<file path="config.mk">
export PLATFORM = sky130hd
export DESIGN_NAME = regfile_sb
export DESIGN_NICKNAME = d
export VERILOG_FILES = /design/src/rtl/regfile_sb.sv
export SDC_FILE = /design/constraint.sdc
export NUM_CORES = 2
export LEC_CHECK = 0
export BUFFER_PORTS_ARGS = -buffer_cell sky130_fd_sc_hd__buf_4
export CAP_MARGIN = 20
export CORE_MARGIN = 1.5
export CORE_UTILIZATION = 42
export DETAILED_ROUTE_END_ITERATION = 10
export PLACE_DENSITY = 0.57
export SKIP_CTS_REPAIR_TIMING = 1
export SLEW_MARGIN = 5
export SYNTH_ARGS = -nofsm -noshare
export SYNTH_HDL_FRONTEND = slang
export SYNTH_SLANG_ARGS = --single-unit
</file>
<file path="constraint.sdc">
create_clock -name clk -period 9.1 [get_ports clk]
set_input_delay 1.82 -clock clk [delete_from_list [all_inputs] [get_ports clk]]
set_output_delay 1.82 -clock clk [all_outputs]
set_load 0.03 [all_outputs]
</file>
<file path="src/rtl/regfile_sb.sv">
// regfile_sb: multi-ported register file with a per-register busy scoreboard.
// Register 0 is hardwired to zero and is never busy. An issue (alloc) marks a
// destination busy, and a writeback to it clears the busy bit again. flush
// clears every busy bit. busy_count is a registered popcount of the busy bits.
// Optional feature macro: REGFILE_BYPASS_EN. When it is defined, a same-cycle
// writeback is forwarded to any read port whose address matches it.
module regfile_sb #(
  parameter  int XLEN     = 32,
  parameter  int NUM_REGS = 32,
  parameter  int NUM_RD   = 2,
  parameter  int NUM_WR   = 2,
  localparam int AW       = $clog2(NUM_REGS),
  localparam int CW       = $clog2(NUM_REGS + 1)
) (
  input  logic                         clk,
  input  logic                         reset,
  input  logic [NUM_RD-1:0][AW-1:0]    rd_addr,
  output logic [NUM_RD-1:0][XLEN-1:0]  rd_data,
  output logic [NUM_RD-1:0]            rd_ready,
  input  logic [NUM_WR-1:0]            wr_en,
  input  logic [NUM_WR-1:0][AW-1:0]    wr_addr,
  input  logic [NUM_WR-1:0][XLEN-1:0]  wr_data,
  input  logic                         alloc_en,
  input  logic [AW-1:0]                alloc_addr,
  output logic                         alloc_stall,
  input  logic                         flush,
  output logic [CW-1:0]                busy_count
);

  logic [XLEN-1:0]     r_regs [NUM_REGS];
  logic [NUM_REGS-1:0] r_busy;
  logic [CW-1:0]       r_busy_count;

  logic [NUM_WR-1:0]   w_wr_valid;
  logic [NUM_REGS-1:0] w_wr_clr;
  logic                w_alloc_wr_hit;
  logic                w_alloc_req;
  logic                w_alloc_ok;
  logic [NUM_REGS-1:0] w_busy_nxt;
  logic [CW-1:0]       w_count_nxt;

  // Qualify writes, find the registers they clear, and check for an alloc/write collision.
  // NOTE: every signal driven here gets a default first, so no path can leave it unassigned and infer a latch.
  always_comb begin
    w_wr_valid     = '0;
    w_wr_clr       = '0;
    w_alloc_wr_hit = 1'b0;
    for (int p = 0; p < NUM_WR; p++) begin
      w_wr_valid[p] = wr_en[p] && (wr_addr[p] != '0);
      if (w_wr_valid[p]) begin
        w_wr_clr[wr_addr[p]] = 1'b1;
        if (wr_addr[p] == alloc_addr) w_alloc_wr_hit = 1'b1;
      end
    end
  end

  // Accept or refuse an allocation. A busy target is only accepted when a write clears it in the same cycle.
  always_comb begin
    w_alloc_req = alloc_en && (alloc_addr != '0);
    alloc_stall = w_alloc_req && r_busy[alloc_addr] && !w_alloc_wr_hit;
    w_alloc_ok  = w_alloc_req && !flush && (!r_busy[alloc_addr] || w_alloc_wr_hit);
  end

  // Next busy vector: flush clears everything, otherwise writes clear first and an alloc re-sets its bit on top.
  always_comb begin
    if (flush) begin
      w_busy_nxt = '0;
    end else begin
      w_busy_nxt = r_busy & ~w_wr_clr;
      if (w_alloc_ok) w_busy_nxt[alloc_addr] = 1'b1;
    end
    w_busy_nxt[0] = 1'b0;
  end

  // Popcount of the next busy vector, so the registered count tracks the busy bits exactly.
  always_comb begin
    w_count_nxt = '0;
    for (int r = 0; r < NUM_REGS; r++) begin
      w_count_nxt = w_count_nxt + CW'(w_busy_nxt[r]);
    end
  end

  // Scoreboard state: busy bits and their count, updated together.
  // NOTE: sequential state uses non-blocking assignments so every register samples pre-edge values.
  always_ff @(posedge clk) begin
    if (reset) begin
      r_busy       <= '0;
      r_busy_count <= '0;
    end else begin
      r_busy       <= w_busy_nxt;
      r_busy_count <= w_count_nxt;
    end
  end

  // Register array: writes commit in port order, so the highest-index port wins on an address clash.
  // NOTE: the array is cleared on reset because the architecture requires all registers to read as zero after reset.
  always_ff @(posedge clk) begin
    if (reset) begin
      for (int r = 0; r < NUM_REGS; r++) begin
        r_regs[r] <= '0;
      end
    end else begin
      for (int p = 0; p < NUM_WR; p++) begin
        if (w_wr_valid[p]) r_regs[wr_addr[p]] <= wr_data[p];
      end
    end
  end

  // Read ports: array value and registered busy bit, optionally overridden by a matching same-cycle write.
  always_comb begin
    for (int i = 0; i < NUM_RD; i++) begin
      rd_data[i]  = (rd_addr[i] == '0) ? '0 : r_regs[rd_addr[i]];
      rd_ready[i] = !r_busy[rd_addr[i]];
`ifdef REGFILE_BYPASS_EN
      for (int p = 0; p < NUM_WR; p++) begin
        if (w_wr_valid[p] && (wr_addr[p] == rd_addr[i])) begin
          rd_data[i]  = wr_data[p];
          rd_ready[i] = 1'b1;
        end
      end
`endif
    end
  end

  assign busy_count = r_busy_count;

endmodule

</file>
# == Yosys cells after proc, flatten, opt, wreduce, memory -nomap -nowiden ==
# Memory sizes are Yosys's and may differ from the RTL's.
# Cells that the tools add are included.
# totals
regBits,38
ram_bits,1024
input_bits,95
out_inout_bits,73
wordCells,107
n_memories,1
# memory_table
name,depth,width,read_ports,rd_ports_with_merged_regs,wr,line,rtl
r_regs,32,32,2,0,32,30,logic [XLEN-1:0] r_regs [NUM_REGS];
# op_classes
n_addsub,30
magnitude_cmp,8
n_eq_ne,2
muxes,36
bitwise,4
reduce_logical,23
# op_table
op,n
32-bit two-way mux,8
6-bit by 1-bit adder with 6-bit output,25
32-bit OR,2
32-bit OR reduction,2
32-bit bitwise AND,1
32-bit inverter,1
"5-bit by 6-bit less-than comparator with 1-bit output, second input constant",5
1-bit two-way mux,20
1-bit binary-select mux with 5-bit select,3
1-bit demux with 5-bit select,3
"5-bit by 1-bit greater-or-equal comparator with 1-bit output, second input constant",3
5-bit nonzero test,3
5-bit == test,2
1-bit logical AND,10
5-bit zero test,2
5-bit two-way mux,2
5-bit by 1-bit adder with 6-bit output,1
4-bit by 1-bit adder with 5-bit output,1
1-bit zero test,5
3-bit by 1-bit adder with 4-bit output,1
2-bit by 1-bit adder with 3-bit output,1
1-bit by 1-bit adder with 2-bit output,1
1-bit logical OR,1

# == Logic depth before layout (Yosys ltp) ==
# depth
word_depth,42
depth_mapped,27
depth_no_buf,24

# == Worst setup path before layout ==
# No wires, ideal clock.
# synth_timing
path_type,in2reg
startpoint,input alloc_addr[4]
endpoint,register r_busy_count[4] (netlist: busy_count[4])
setup_ps,128
arrival_time_ps,7846
required_ps,8972
slack_ps,1126
stages,24
n_path_buf,3
path_cell_list,buf_2 > clkbuf_1 > inv_1 > a311o_1 > a2111oi_4 > o211ai_2 > buf_2 > o22ai_1 > fa_1 > inv_1 > fa_1 > inv_1 > fa_1 > inv_1 > fa_1 > fa_1 > fa_1 > fa_1 > fa_1 > inv_1 > a21o_1 > a21oi_1 > xor2_1 > nor2_1
# synth_via
elab_cells_between_ends,52
cone_classes,30 x add/sub; 2 x order compare; 2 x eq/ne; 10 x mux; 1 x bitwise; 7 x reduce/logical
# synth_rtl
element,line,rtl
"start, declared",24,"input logic [AW-1:0] alloc_addr,"
"parallel branches: the longest is 7 deep, another holds 5-bit by 6-bit less-than comparator with 1-bit output",--,
32-bit two-way mux (*),70,if (w_alloc_ok) w_busy_nxt[alloc_addr] = 1'b1;
32-bit two-way mux (*),66,if (flush) begin
net w_busy_nxt[24],39,logic [NUM_REGS-1:0] w_busy_nxt;
6-bit by 1-bit adder with 6-bit output (*) (8 in a row),79,w_count_nxt = w_count_nxt + CW'(w_busy_nxt[r]);
"end signal, assigned",91,r_busy_count <= w_count_nxt;
"end, declared",32,logic [CW-1:0] r_busy_count;
# Mark *: on every way through the listed nets, which the timed path passes. The select of a mux whose other input is x is not followed.
# A chain may end at the register's enable or synchronous reset.

# == Worst setup path after layout ==
# layout_timing
startpoint,input alloc_addr[3]
endpoint,register r_busy_count[4] (netlist: busy_count[4])
# layout_via
elab_chain_len,39
elab_cells_between_ends,52
cone_classes,30 x add/sub; 2 x order compare; 2 x eq/ne; 10 x mux; 1 x bitwise; 7 x reduce/logical
# layout_rtl
element,line
"parallel branches: the longest is 7 deep, another holds 5-bit by 6-bit less-than comparator with 1-bit output",--
32-bit two-way mux (*),70
32-bit two-way mux (*),66
1-bit by 1-bit adder with 2-bit output,79
2-bit by 1-bit adder with 3-bit output,79
3-bit by 1-bit adder with 4-bit output,79
4-bit by 1-bit adder with 5-bit output,79
5-bit by 1-bit adder with 6-bit output,79
6-bit by 1-bit adder with 6-bit output (24 in a row),79
6-bit by 1-bit adder with 6-bit output (*),79
# Every way passes the cells marked *. The select of a mux whose other input is x is not followed.

==> impl_metrics.env <==
export IMPL_status="finished, final reports clean"
export IMPL_finish_utilization_pct=47.2
export IMPL_synthArstFlopShare_pct=0
export IMPL_hpwlAfterDp_um=139000
export IMPL_ys_flop_type="edfxtp_1"
export IMPL_critPathKind="input pin to register"
export IMPL_timing_final_crit_share_pct=85.9
export IMPL_multi_input_area_mm2=0.0279
export IMPL_vias_per_cell=7.63
export IMPL_clkSlewWorstSetupHoldPaths_ns=0.05
export IMPL_cts_buffers_inserted=118
export IMPL_dp_slack_ns=0.623
export IMPL_initial_core_util_pct=42.3
export IMPL_rsz0062_at_grt="no"
export IMPL_clk_latency_ns=0.73
export IMPL_synth_top_area_share_pct=50.0
export IMPL_cp_max_fo=17
export IMPL_cts_sinks=1061
export IMPL_yosys_top_cells_area="edfxtp_1, mux4_2, a22o_1, clkbuf_1, dfxtp_1"
export IMPL_slew_headroom_pct=6.03
export IMPL_layout_drive_gt1_share_pct=31.4
export IMPL_ys_seq_area_share_pct=51.2
export IMPL_maxCapViolations=0
export IMPL_routed_wirelength_um=262000
export IMPL_dp_cells=5686
export IMPL_end_kind="register"
export IMPL_area_growth_pct=11.6
export IMPL_yosys_cell_count_top_type="edfxtp_1"
export IMPL_fin_tns_setup_ns=0
export IMPL_pwr_density_cell_mw_per_mm2=181
export IMPL_drv_slew=0
export IMPL_setup_viol_count_final=0
export IMPL_yosysUniqueCellTypes=62
export IMPL_hp_class="register to register"
export IMPL_routabilityCongestion=0.936
export IMPL_yosysTopAreaCell="edfxtp_1"
export IMPL_seqCellArea_mm2=0.0315
export IMPL_worst_ep_required_time_ns=9.64
export IMPL_ant_nets=0
export IMPL_synthesis_area_mm2=0.0615
export IMPL_yosysWarnings=0
export IMPL_max_freq_mhz=128
export IMPL_syn_inst=4008
export IMPL_period_needed_ns=7.81
export IMPL_synthTopCellsByCount="edfxtp_1, a22o_1, mux4_2"
export IMPL_dieArea_mm2=0.149
export IMPL_grt_overflow=0
export IMPL_die_w_um=386
export IMPL_clock_path_buffers=3
export IMPL_grt_pass1_vias=43200
export IMPL_grt_start_max_net_pins=121
export IMPL_antenna_found_initial=10
export IMPL_nFillCells=12500
export IMPL_synth_seq_cells=1061
export IMPL_drc=0
export IMPL_num_rows=140
export IMPL_p_leak_nw=22.8
export IMPL_final_area_mm2=0.0686
export IMPL_drt_first_pass_iters=8
export IMPL_avgSynthCellArea_um2=15.3
export IMPL_htreeDepth=3
export IMPL_ctsRootBufferMaster="clkbuf_16"
export IMPL_worstMarginPinSlew_ns=1.39
export IMPL_wl_per_cell_um=44.3
export IMPL_hold_viol_final=0
export IMPL_final_nets=4016
export IMPL_pin_count=168
export IMPL_arrival_ns=8.35
export IMPL_port_buffers=167
export IMPL_grt_pass1_wl_um=353000
export IMPL_fp_dieH_um=386
export IMPL_synth_edff_count=1024
export IMPL_first_iter_violations=7812
export IMPL_ir_drop_mv=0.171
export IMPL_final_cells=5914
export IMPL_vias=45100
export IMPL_globalRouteTotalUtil_pct=34.8
export IMPL_setup_slack_ns=1.29
export IMPL_skew_ns=0.0463
export IMPL_cts_tree="yes"
export IMPL_placed_area_mm2=0.0648
export IMPL_core_region_area_mm2=0.145
export IMPL_cp_start_kind="input pin"
flip-flops by register name, indices dropped and copies added (netlist names):
signal	flops
busy_count	6
r_busy	31
r_regs	1024
stage by stage:
stage	hold slack [ns]	power, W
after floorplan	0.487	0.00698
after global placement	0.593	0.00765
after detailed placement	0.588	0.00767
after CTS	0.596	0.0124
after global routing	0.631	0.0127
final	0.605	0.0124
per-layer routing:
metal	share of wire [%]	track usage [%]	up-vias
li1	-	-	16700
met1	38	49.2	23500
met2	42	48.5	4095
met3	15	11.9	761
met4	5.1	15.8	16
met5	0.066	0	-
path summary, 6_finish.rpt:
kind	depth (start not counted)	slack (ns)	startpoint	to
setup reg to reg	22	2.46	r_busy[20]	busy_count[4]
hold / removal	2	0.61	r_busy[4]	r_busy[4]
setup / recovery	23	1.29	alloc_addr[3]	busy_count[4]
hold reg to reg	2	0.61	r_busy[4]	r_busy[4]
power breakdown:
| part | switching [W] | internal (W) |
|---|---|---|
| registers | 0.000137 | 0.00566 |
| clock network | 0.00208 | 0.00269 |
| logic | 0.00110 | 0.000721 |
cell usage in the layout, fill, tap and decap left out, drive strengths merged, types with 20 or more instances in the layout:
master	netlist	final
a21oi	37	37
a22o	992	992
buf	82	325
clkbuf	511	154
clkinv	0	47
conb	1	32
dfxtp	37	37
edfxtp	1024	1024
fa	23	23
inv	95	97
mux4	658	658
nand2	135	135
nand3	20	20
nor2	55	55
nor3	47	47
o211ai	29	29
o21ai	70	70
o22ai	26	26
cell families after synthesis:
| family | count (synthesis) | synth area share, % |
|---|---|---|
| and+or+nand+nor | 323 | 2.43 |
| AOI/OAI and AO/OA | 1218 | 16.6 |
| xor gates and xnor gates | 13 | 0.185 |
| muxes | 674 | 24.4 |
| other | 1 | 0.00610 |
| buffers and inverters | 688 | 4.29 |
| adders and majority gates | 30 | 0.892 |
| DFF | 1061 | 51.2 |
layout make-up:
class	count	share of cell area [%]
clock buffers	154	4.61
well taps	1917	3.50
clock inverters	61	0.857
diodes	11	0.0401
inverters	95	0.520
repair buffers	325	3.82
multi-input cells	2290	40.7
flip-flops and latches	1061	45.9
critical path, stage by stage:
cell and delay, ns:
buf_4 0.22, nand3b_1 0.29, o22ai_1 0.15, a311o_1 0.37
a2111oi_4 0.51, buf_4 0.29, nand3_1 0.12, a31o_1 0.28
fa_1 0.47, fa_1 0.52, inv_1 0.06, fa_1 0.47
inv_1 0.05, fa_1 0.52, fa_1 0.43, fa_1 0.45
fa_1 0.43, fa_1 0.47, inv_1 0.07, a21o_1 0.11
a21oi_1 0.07, xor2_1 0.13, nor2_1 0.05
Power figures use the tool's default switching activity.
